<file path="src/rtl/sample_issuer_pkg.sv">
// Shared types and default sizing for the sample issuer.
package sample_issuer_pkg;

    typedef enum logic [1:0] {
        IDLE  = 2'd0,
        ISSUE = 2'd1,
        DONE  = 2'd2
    } issuer_state_t;

    localparam int DEFAULT_DATA_WIDTH = 16;
    localparam int DEFAULT_FIFO_DEPTH = 4;
    localparam int DEFAULT_BATCH_SIZE = 1000;
    localparam int DEFAULT_CNT_BITS   = 10;

endpackage

</file>
<file path="src/rtl/sample_fifo.sv">
// Small sample FIFO. The head entry is held in a register (rd_data) so the
// downstream datapath sees a glitch-free value; a write into an empty FIFO
// appears on rd_data after the writing edge, never in the same cycle.
// A push into a full FIFO is accepted only when a pop happens in the same cycle.
module sample_fifo #(
    parameter int DATA_WIDTH = 16,
    parameter int FIFO_DEPTH = 4
) (
    input  logic                  clk,
    input  logic                  n_rst,
    input  logic                  flush,
    input  logic                  wr_en,
    input  logic [DATA_WIDTH-1:0] wr_data,
    input  logic                  rd_en,
    output logic [DATA_WIDTH-1:0] rd_data,
    output logic                  empty,
    output logic                  full
);

    localparam int              PTR_W   = $clog2(FIFO_DEPTH);
    localparam logic [PTR_W:0]  DEPTH_C = (PTR_W + 1)'(FIFO_DEPTH);
    localparam logic [PTR_W:0]  TWO_C   = (PTR_W + 1)'(2);

    logic [DATA_WIDTH-1:0] mem_q [FIFO_DEPTH];
    logic [PTR_W-1:0]      wr_ptr_q, rd_ptr_q;
    logic [PTR_W:0]        count_q, count_d;
    logic [DATA_WIDTH-1:0] head_q, head_d;
    logic                  push, pop;

    assign empty   = (count_q == '0);
    assign full    = (count_q == DEPTH_C);
    assign rd_data = head_q;

    assign pop  = rd_en && !empty;
    assign push = wr_en && (!full || pop);

    // Next occupancy and next head value, including a same-cycle write.
    always_comb begin
        count_d = count_q;
        head_d  = head_q;
        case ({push, pop})
            2'b10:   count_d = count_q + 1'b1;
            2'b01:   count_d = count_q - 1'b1;
            default: count_d = count_q;
        endcase
        if (count_d == '0) begin
            head_d = '0;
        end else if (pop) begin
            head_d = (count_q >= TWO_C) ? mem_q[rd_ptr_q + 1'b1] : wr_data;
        end else if (count_q == '0) begin
            head_d = wr_data;
        end
    end

    // Pointer, occupancy and head register update.
    always_ff @(posedge clk or negedge n_rst) begin
        if (!n_rst) begin
            wr_ptr_q <= '0;
            rd_ptr_q <= '0;
            count_q  <= '0;
            head_q   <= '0;
        end else if (flush) begin
            wr_ptr_q <= '0;
            rd_ptr_q <= '0;
            count_q  <= '0;
            head_q   <= '0;
        end else begin
            if (push) wr_ptr_q <= wr_ptr_q + 1'b1;
            if (pop)  rd_ptr_q <= rd_ptr_q + 1'b1;
            count_q <= count_d;
            head_q  <= head_d;
        end
    end

    // Storage array; contents are only observed through the pointers.
    always_ff @(posedge clk) begin
        if (push && !flush) mem_q[wr_ptr_q] <= wr_data;
    end

endmodule

</file>
<file path="src/rtl/sample_issuer.sv">
// Issues host-written samples to the filter datapath one at a time over a
// valid/ready handshake and flags completion after BATCH_SIZE transfers.
//
// Handshake: a transfer happens on a rising edge where dp_valid && dp_ready;
// once dp_valid is high, dp_data holds until that transfer occurs.
module sample_issuer
    import sample_issuer_pkg::*;
#(
    parameter int DATA_WIDTH = DEFAULT_DATA_WIDTH,
    parameter int FIFO_DEPTH = DEFAULT_FIFO_DEPTH,
    parameter int BATCH_SIZE = DEFAULT_BATCH_SIZE,
    parameter int CNT_BITS   = DEFAULT_CNT_BITS
) (
    input  logic                  clk,
    input  logic                  n_rst,
    input  logic                  clear,
    input  logic                  start,
    input  logic                  host_wr,
    input  logic [DATA_WIDTH-1:0] host_data,
    output logic                  fifo_full,
    input  logic                  dp_ready,
    output logic                  dp_valid,
    output logic [DATA_WIDTH-1:0] dp_data,
    output logic [CNT_BITS-1:0]   issued_count,
    output logic                  batch_done,
    output logic                  busy,
    output logic                  overrun_err,
    output issuer_state_t         state_dbg
);

    localparam logic [CNT_BITS-1:0] LAST_C  = CNT_BITS'(BATCH_SIZE - 1);
    localparam logic [CNT_BITS-1:0] BATCH_C = CNT_BITS'(BATCH_SIZE);

    issuer_state_t       state_q;
    logic [CNT_BITS-1:0] count_q;
    logic                batch_done_q;
    logic                overrun_q;
    logic                fifo_empty;
    logic                xfer;

    assign dp_valid     = (state_q == ISSUE) && !fifo_empty;
    assign xfer         = dp_valid && dp_ready;
    assign busy         = (state_q == ISSUE);
    assign issued_count = count_q;
    assign batch_done   = batch_done_q;
    assign overrun_err  = overrun_q;
    assign state_dbg    = state_q;

    // clear discards any same-cycle write and transfer.
    sample_fifo #(
        .DATA_WIDTH (DATA_WIDTH),
        .FIFO_DEPTH (FIFO_DEPTH)
    ) u_fifo (
        .clk     (clk),
        .n_rst   (n_rst),
        .flush   (clear),
        .wr_en   (host_wr && !clear),
        .wr_data (host_data),
        .rd_en   (xfer && !clear),
        .rd_data (dp_data),
        .empty   (fifo_empty),
        .full    (fifo_full)
    );

    // Batch FSM with issued-sample counter, completion pulse and sticky overrun flag.
    always_ff @(posedge clk or negedge n_rst) begin
        if (!n_rst) begin
            state_q      <= IDLE;
            count_q      <= '0;
            batch_done_q <= 1'b0;
            overrun_q    <= 1'b0;
        end else if (clear) begin
            state_q      <= IDLE;
            count_q      <= '0;
            batch_done_q <= 1'b0;
            overrun_q    <= 1'b0;
        end else begin
            if (host_wr && fifo_full && !xfer) overrun_q <= 1'b1;
            batch_done_q <= 1'b0;
            case (state_q)
                IDLE: begin
                    if (start) begin
                        state_q <= ISSUE;
                        count_q <= '0;
                    end
                end
                ISSUE: begin
                    if (xfer) begin
                        if (count_q == LAST_C) begin
                            state_q      <= DONE;
                            count_q      <= BATCH_C;
                            batch_done_q <= 1'b1;
                        end else begin
                            count_q <= count_q + 1'b1;
                        end
                    end
                end
                DONE: begin
                    state_q <= IDLE;
                end
                default: begin
                    state_q <= IDLE;
                end
            endcase
        end
    end

endmodule

</file>
<file path="config.mk">
export PLATFORM = sky130hd
export DESIGN_NAME = sample_issuer
export DESIGN_NICKNAME = d
export VERILOG_FILES = /design/src/rtl/sample_issuer_pkg.sv /design/src/rtl/sample_fifo.sv /design/src/rtl/sample_issuer.sv
export SDC_FILE = /design/constraint.sdc
export NUM_CORES = 1
export LEC_CHECK = 0
export BUFFER_PORTS_ARGS = -buffer_cell sky130_fd_sc_hd__buf_4
export CORE_UTILIZATION = 51
export CTS_CLUSTER_SIZE = 24
export DETAILED_ROUTE_END_ITERATION = 7
export GPL_TIMING_DRIVEN = 0
export PLACE_DENSITY = 0.71
export SYNTH_ARGS = -nofsm -noshare
export SYNTH_HDL_FRONTEND = slang
export SYNTH_SLANG_ARGS = --single-unit
export TNS_END_PERCENT = 50
</file>
<file path="constraint.sdc">
create_clock -name clk -period 7.16 [get_ports clk]
set_input_delay 2.148 -clock clk [delete_from_list [all_inputs] [get_ports clk]]
set_output_delay 2.148 -clock clk [all_outputs]
set_load 0.01 [all_outputs]
</file>
Yosys cells after proc, flatten, opt, wreduce, memory -nomap -nowiden

Memories as Yosys holds them, arrays and structs flattened.
Index checks and enable logic that the tools add are counted.

Register bits after elaboration: 37
Memory bits (writable): 64
Bits of input ports: 22
Output and inout bits: 33
Word-level logic and storage cells: 76
Memories kept: 1

Add/sub/neg operators: 5
Order comparisons: 1
Equal/unequal tests: 8
Multiplexer cells: 29
Reductions and logical operators: 24

Memory list:

| memory       | words | bits a word | read ports | clocked after Yosys merged registers in | wr ports | line              | RTL |
|---|---|---|---|---|---|---|---|
| u_fifo.mem_q | 4     | 16          | 1          | 0                                       | 1        | sample_fifo.sv:24 | `logic [DATA_WIDTH-1:0] mem_q [FIFO_DEPTH];` |

Operators with widths:

| cell                                                | number |
|---|---|
| 2-to-1 mux 16 bit                                   | 5 |
| 2-to-1 mux 10 bit                                   | 4 |
| case mux 10 bit (2 select lines)                    | 1 |
| 2-to-1 mux 2 bit                                    | 8 |
| adder 10 x 1 -> 10 bit, second input constant       | 1 |
| equality test 10 bit, second input constant         | 1 |
| logical AND 1 bit                                   | 9 |
| 2-to-1 mux 1 bit                                    | 8 |
| logical NOT 3 bit                                   | 2 |
| != test 3 x 2 -> 1 bit, second input constant       | 2 |
| case mux 3 bit (2 select lines)                     | 1 |
| AND reduction 3 bit                                 | 2 |
| nonzero test 2 bit                                  | 3 |
| adder 2 x 1 -> 2 bit, second input constant         | 2 |
| equality test 2 x 1 -> 1 bit, second input constant | 2 |
| logical NOT 1 bit                                   | 4 |
| case mux 2 bit (2 select lines)                     | 1 |
| nonzero test 4 bit                                  | 1 |
| adder 3 x 1 -> 3 bit, second input constant         | 1 |
| equality test 3 bit, second input constant          | 1 |
| >= comparator 3 x 2 -> 1 bit, second input constant | 1 |
| 2-to-1 mux 3 bit                                    | 1 |
| != test 3 bit, second input constant                | 1 |
| nonzero test 3 bit                                  | 1 |
| 4 further kinds                                     | 4 |

Longest topological paths before layout

Word-level depth: 13
Depth in mapped cells: 12

Cells and area by module

Synthesis repeated with hierarchy kept, for this count alone.

Cells, all modules: 289
Area, all modules: 4416.7 µm²

By module, submodules not included:

| module        | instances | cells an instance | area an instance (µm²) |
|---|---|---|---|
| sample_fifo   | 1         | 206               | 3632.2 |
| sample_issuer | 1         | 83                | 784.5 |

Least setup slack after synthesis

Ideal clock, no wire load.

Kind: input port to flip-flop
Start point: in clear
End point: reg u_fifo.head_q[11] (netlist: u_fifo.rd_data[11])
Arrival time: 4.351 ns
Setup slack: 2.684 ns
Stages on the path: 9
Path through: clkbuf_1 or3_1 buf_2 nor2_1 fa_1 or3_4 a311oi_4 buf_6 a21oi_1

Cells in the longest elaborated chain, start to end: 10
Elaborated cells between the ends (all ways): 14

RTL lines:

| item                                                                | line                                     | RTL |
|---|---|---|
| start, declared                                                     | sample_issuer.sv:16                      | `input logic clear,` |
| logical NOT 1 bit                                                   | sample_issuer.sv:57, sample_issuer.sv:59 |  |
| logical AND 1 bit                                                   | sample_issuer.sv:59                      | `.rd_en (xfer && !clear),` |
| logical AND 1 bit                                                   | sample_fifo.sv:34                        | `assign pop = rd_en && !empty;` |
| logical OR 1 bit                                                    | sample_fifo.sv:35                        | `assign push = wr_en && (!full \|\| pop);` |
| logical AND 1 bit                                                   | sample_fifo.sv:35                        |  |
| equality test 2 x 1 -> 1 bit or equality test 2 bit (tied branches) | sample_fifo.sv:41                        | `case ({push, pop})` |
| case mux 3 bit (2 select lines)                                     | sample_fifo.sv:41                        |  |
| logical NOT 3 bit                                                   | sample_fifo.sv:46                        | `if (count_d == '0) begin` |
| 2-to-1 mux 16 bit                                                   | sample_fifo.sv:46                        |  |
| 2-to-1 mux 16 bit                                                   | sample_fifo.sv:62                        | `end else if (flush) begin` |
| end signal, assigned                                                | sample_fifo.sv:61                        | `head_q <= '0;` |
| end signal, assigned                                                | sample_fifo.sv:66                        | `head_q <= '0;` |
| end signal, assigned                                                | sample_fifo.sv:71                        | `head_q <= head_d;` |
| end, declared                                                       | sample_fifo.sv:27                        | `logic [DATA_WIDTH-1:0] head_q, head_d;` |

Several ways; a longest one is shown, not always the timed one.
A chain may end at the register's enable or synchronous reset.

Worst setup path in the final report

Start point: in clear
End point: reg u_fifo.head_q[7] (netlist: u_fifo.rd_data[7])

The elaborated chain is that of the path after synthesis.

==> run metrics <==
post-synth top area cell=edfxtp_1; fraction of layout instances using a drive strength above 1=0.281; core area=0.00834 sq mm; Crit path required time=7.40 ns; Synth Area in Compound Gates=0.117; Comb power frac=0.119; pwr/cell area=224 mW/mm^2; Via density=5.76; first drt pass iteration count=4; largest family of logic cells by synthesized area=compound AO/OA/AOI/OAI gates; R2R Setup Slk=3.74 ns; Net Count, Synth=350; CTS tree=done; Antenna Cells=0; hold_buf cts=0; vias=2855; Max Clock Skew=0.0175 ns; Worst setup EP type=register; Crit Path Max Fanout=10; Multi-input gate area=0.00150 sq mm; ys flop type=edfxtp_1; P_leak=1.97 nW; WHS=0.516 ns; area of the mapped netlist=0.00448 sq mm; clk buf depth=2; total grt overflow=0; worst slew pin tran=0.886 ns; peak supply drop=0.000134 V; top cell type's share of synthesized area=0.429; Synth cell types=53; mux contribution to synthesized area=0.0804; normalized max-slew margin=0.409; Layout Nets=414; Synth Area in Adders=0.0184; initial antenna violation count=0; most common cell in the synthesized netlist=edfxtp_1; Synth Register Bits=101; WHS Endpoint=overrun_err$_DFFE_PN0P_; GR met1 Demand/Resource=0.308; filler cell count=660; status=finished, final reports clean; Crit Path Class=primary input to register; sequential share of power=0.560; slowest stage cell, crit path=a311oi_4; Synth Warn #=0; GRT met3 Usage=0.0340; Post-Synth XOR/XNOR Area=0.00977; WL final=9120 um; clock sinks=101; final hold viol count=0; Die Ht=95.8 um; Setup violations, final=0; Core Rows=33; crit-path cells=buf_4, clkbuf_1, or3_1, buf_2, nor2_1, fa_1, or3_4, a311oi_4, buf_6, a21oi_1; final-report max-slew violation count=0; first-pass GRT wire length=14500 um; Register Area=0.00285 sq mm; Crit. Startpoint=clear; Synth top cells by count=edfxtp_1, dfrtp_1, nor2_1; die area=0.00917 sq mm; routability cong.=0.797; hold_sp=overrun_err$_DFFE_PN0P_; top post-synthesis cells by area=edfxtp_1, dfrtp_1, mux4_2, a22oi_1, a21oi_1; Post-synth EDFFs=64; Syn-to-layout area delta=16.4%; Clock power frac=0.320; Hold Path Depth=2; number of global-route vias before repair=2794; crit share post-route=0.664; worst-case reg-to-reg path depth=10; Final ANT Viol Nets=0; Post-Syn Area per Cell=13.9 sq um; PortBufs=53; initial DRC count=173; I/O Pins=55; Switching Fraction=0.256; Root Driver=clkbuf_8; largest net degree at the start of global routing=38; critical path startpoint category=primary input; internal power=0.000869 W; Initial Util=0.538; Post-Route Setup TNS=0 ns; post-synthesis async set-or-reset flop share=0.366; DRC Markers=0; clk slew on worst S/H paths=0.10 ns; Synth Area in Simple Gates=0.109; WL per Instance=18.4 um; routing usage on met2=0.346; dpl hpwl=5890 um; Hold Path Class=register to register; R2R Path End=u_fifo.rd_data[7]$_DFFE_PN0P_; WP data arrival=5.00 ns; H-tree depth=3; RSZ-0062 raised after global routing=false; clk_lat worst skew=0.36 ns; Period minus WS final=4.76 ns; Post-CTS Resized=0; Die Wd=95.8 um; most used routing layer=met2; reg2reg start=u_fifo.count_q[0]$_DFF_PN0_; Tot GR Track Use=0.219; Switching Power=0.000300 W; CTS buffer count=9; # Post-CTS Setup Buffers=0; Gate Count Post-Synth=322; crit-path max cell delay=0.53 ns; sequential area share after synthesis=0.635; Max Cap Viol=0; Highest Clock Rate=0.210 GHz
worst max-delay path by stage:
stage	cells after the start	endpoint	slack (ns)
after floorplan	9	u_fifo.rd_data[11]$_DFFE_PN0P_	2.68
after global placement	10	u_fifo.rd_data[11]$_DFFE_PN0P_	2.06
after detailed placement	10	u_fifo.rd_data[5]$_DFFE_PN0P_	2.05
after CTS	10	u_fifo.rd_data[7]$_DFFE_PN0P_	2.43
after global routing	10	u_fifo.rd_data[7]$_DFFE_PN0P_	2.26
final	10	u_fifo.rd_data[7]$_DFFE_PN0P_	2.40
cells by family (layout without fill, tap and decap cells):
| family | Yosys count | after routing |
|---|---|---|
| and+or+nand+nor | 89 | 89 |
| xor gates and xnor gates | 5 | 5 |
| DFF | 101 | 101 |
| AOI/OAI and AO/OA | 77 | 77 |
| muxes | 16 | 16 |
| adders and majority gates | 6 | 6 |
| buffers and inverters | 28 | 97 |
worst max-delay path: cells and delay by family:
| family | cells | cell delay [ns] |
|---|---|---|
| buffers and inverters | 4 | 0.96 |
| AOI/OAI and AO/OA | 2 | 0.58 |
| and+or+nand+nor | 3 | 0.79 |
| adders and majority gates | 1 | 0.50 |
final cells by class:
| class | instances | share of cell area |
|---|---|---|
| flip-flops and latches | 101 | 0.546 |
| multi-input cells | 193 | 0.287 |
| repair buffers | 53 | 0.0762 |
| well taps | 105 | 0.0252 |
| clock buffers | 9 | 0.0237 |
| plain buffers | 19 | 0.0197 |
| clock inverters | 7 | 0.0161 |
| inverters | 9 | 0.00647 |
registers in the layout (all words and copies together) (netlist names):
name and count:
u_fifo.mem_q 64, u_fifo.rd_data 16, issued_count 10, u_fifo.count_q 3
state_dbg 2, u_fifo.rd_ptr_q 2, u_fifo.wr_ptr_q 2, batch_done 1
overrun_err 1
layer usage:
layer  vias to the layer above  share of wire
met5                         -              0
met4                         0          0.019
met3                        15          0.035
met2                        66           0.49
met1                      1420           0.45
li1                       1354              -
through the flow:
| step | worst slack [ns] | total power [W] | utilization | std cells | area [sq um] |
|---|---|---|---|---|---|
| 6_report | 2.40 | 0.00117 | 0.626 | 496 | 5220 |
| 3_5_place_dp | 2.05 | 0.000808 | 0.601 | 480 | 5010 |
| 2_1_floorplan | 2.68 | 0.000747 | - | 322 | 4480 |
| 5_1_grt | 2.26 | 0.00122 | 0.626 | 496 | 5220 |
| 3_3_place_gp | 2.06 | 0.000804 | 0.601 | 480 | 5010 |
| 4_1_cts | 2.43 | 0.00118 | 0.626 | 496 | 5220 |
cells in the final DEF, fill, tap and decap left out, types with 5 or more instances in the layout:
| master | count |
|---|---|
| nor2_1 | 25 |
| a21oi_1 | 21 |
| a22oi_1 | 16 |
| ha_1 | 5 |
| mux4_2 | 16 |
| buf_2 | 10 |
| and2_1 | 7 |
| nor3_1 | 5 |
| edfxtp_1 | 64 |
| o21ai_0 | 15 |
| a31oi_1 | 6 |
| buf_4 | 54 |
| nand2_1 | 24 |
| dfrtp_1 | 37 |
| inv_1 | 9 |
| clkbuf_8 | 9 |
power by group through the flow:
stage | clock network, W | logic [W] | registers [W]
floorplan | 0 | 0.0000776 | 0.000670
global placement | 0 | 0.000137 | 0.000666
detailed placement | 0 | 0.000140 | 0.000668
CTS | 0.000384 | 0.000141 | 0.000655
global route | 0.000410 | 0.000155 | 0.000657
finish | 0.000374 | 0.000139 | 0.000655
No activity file was read; power rests on OpenSTA's default activity.
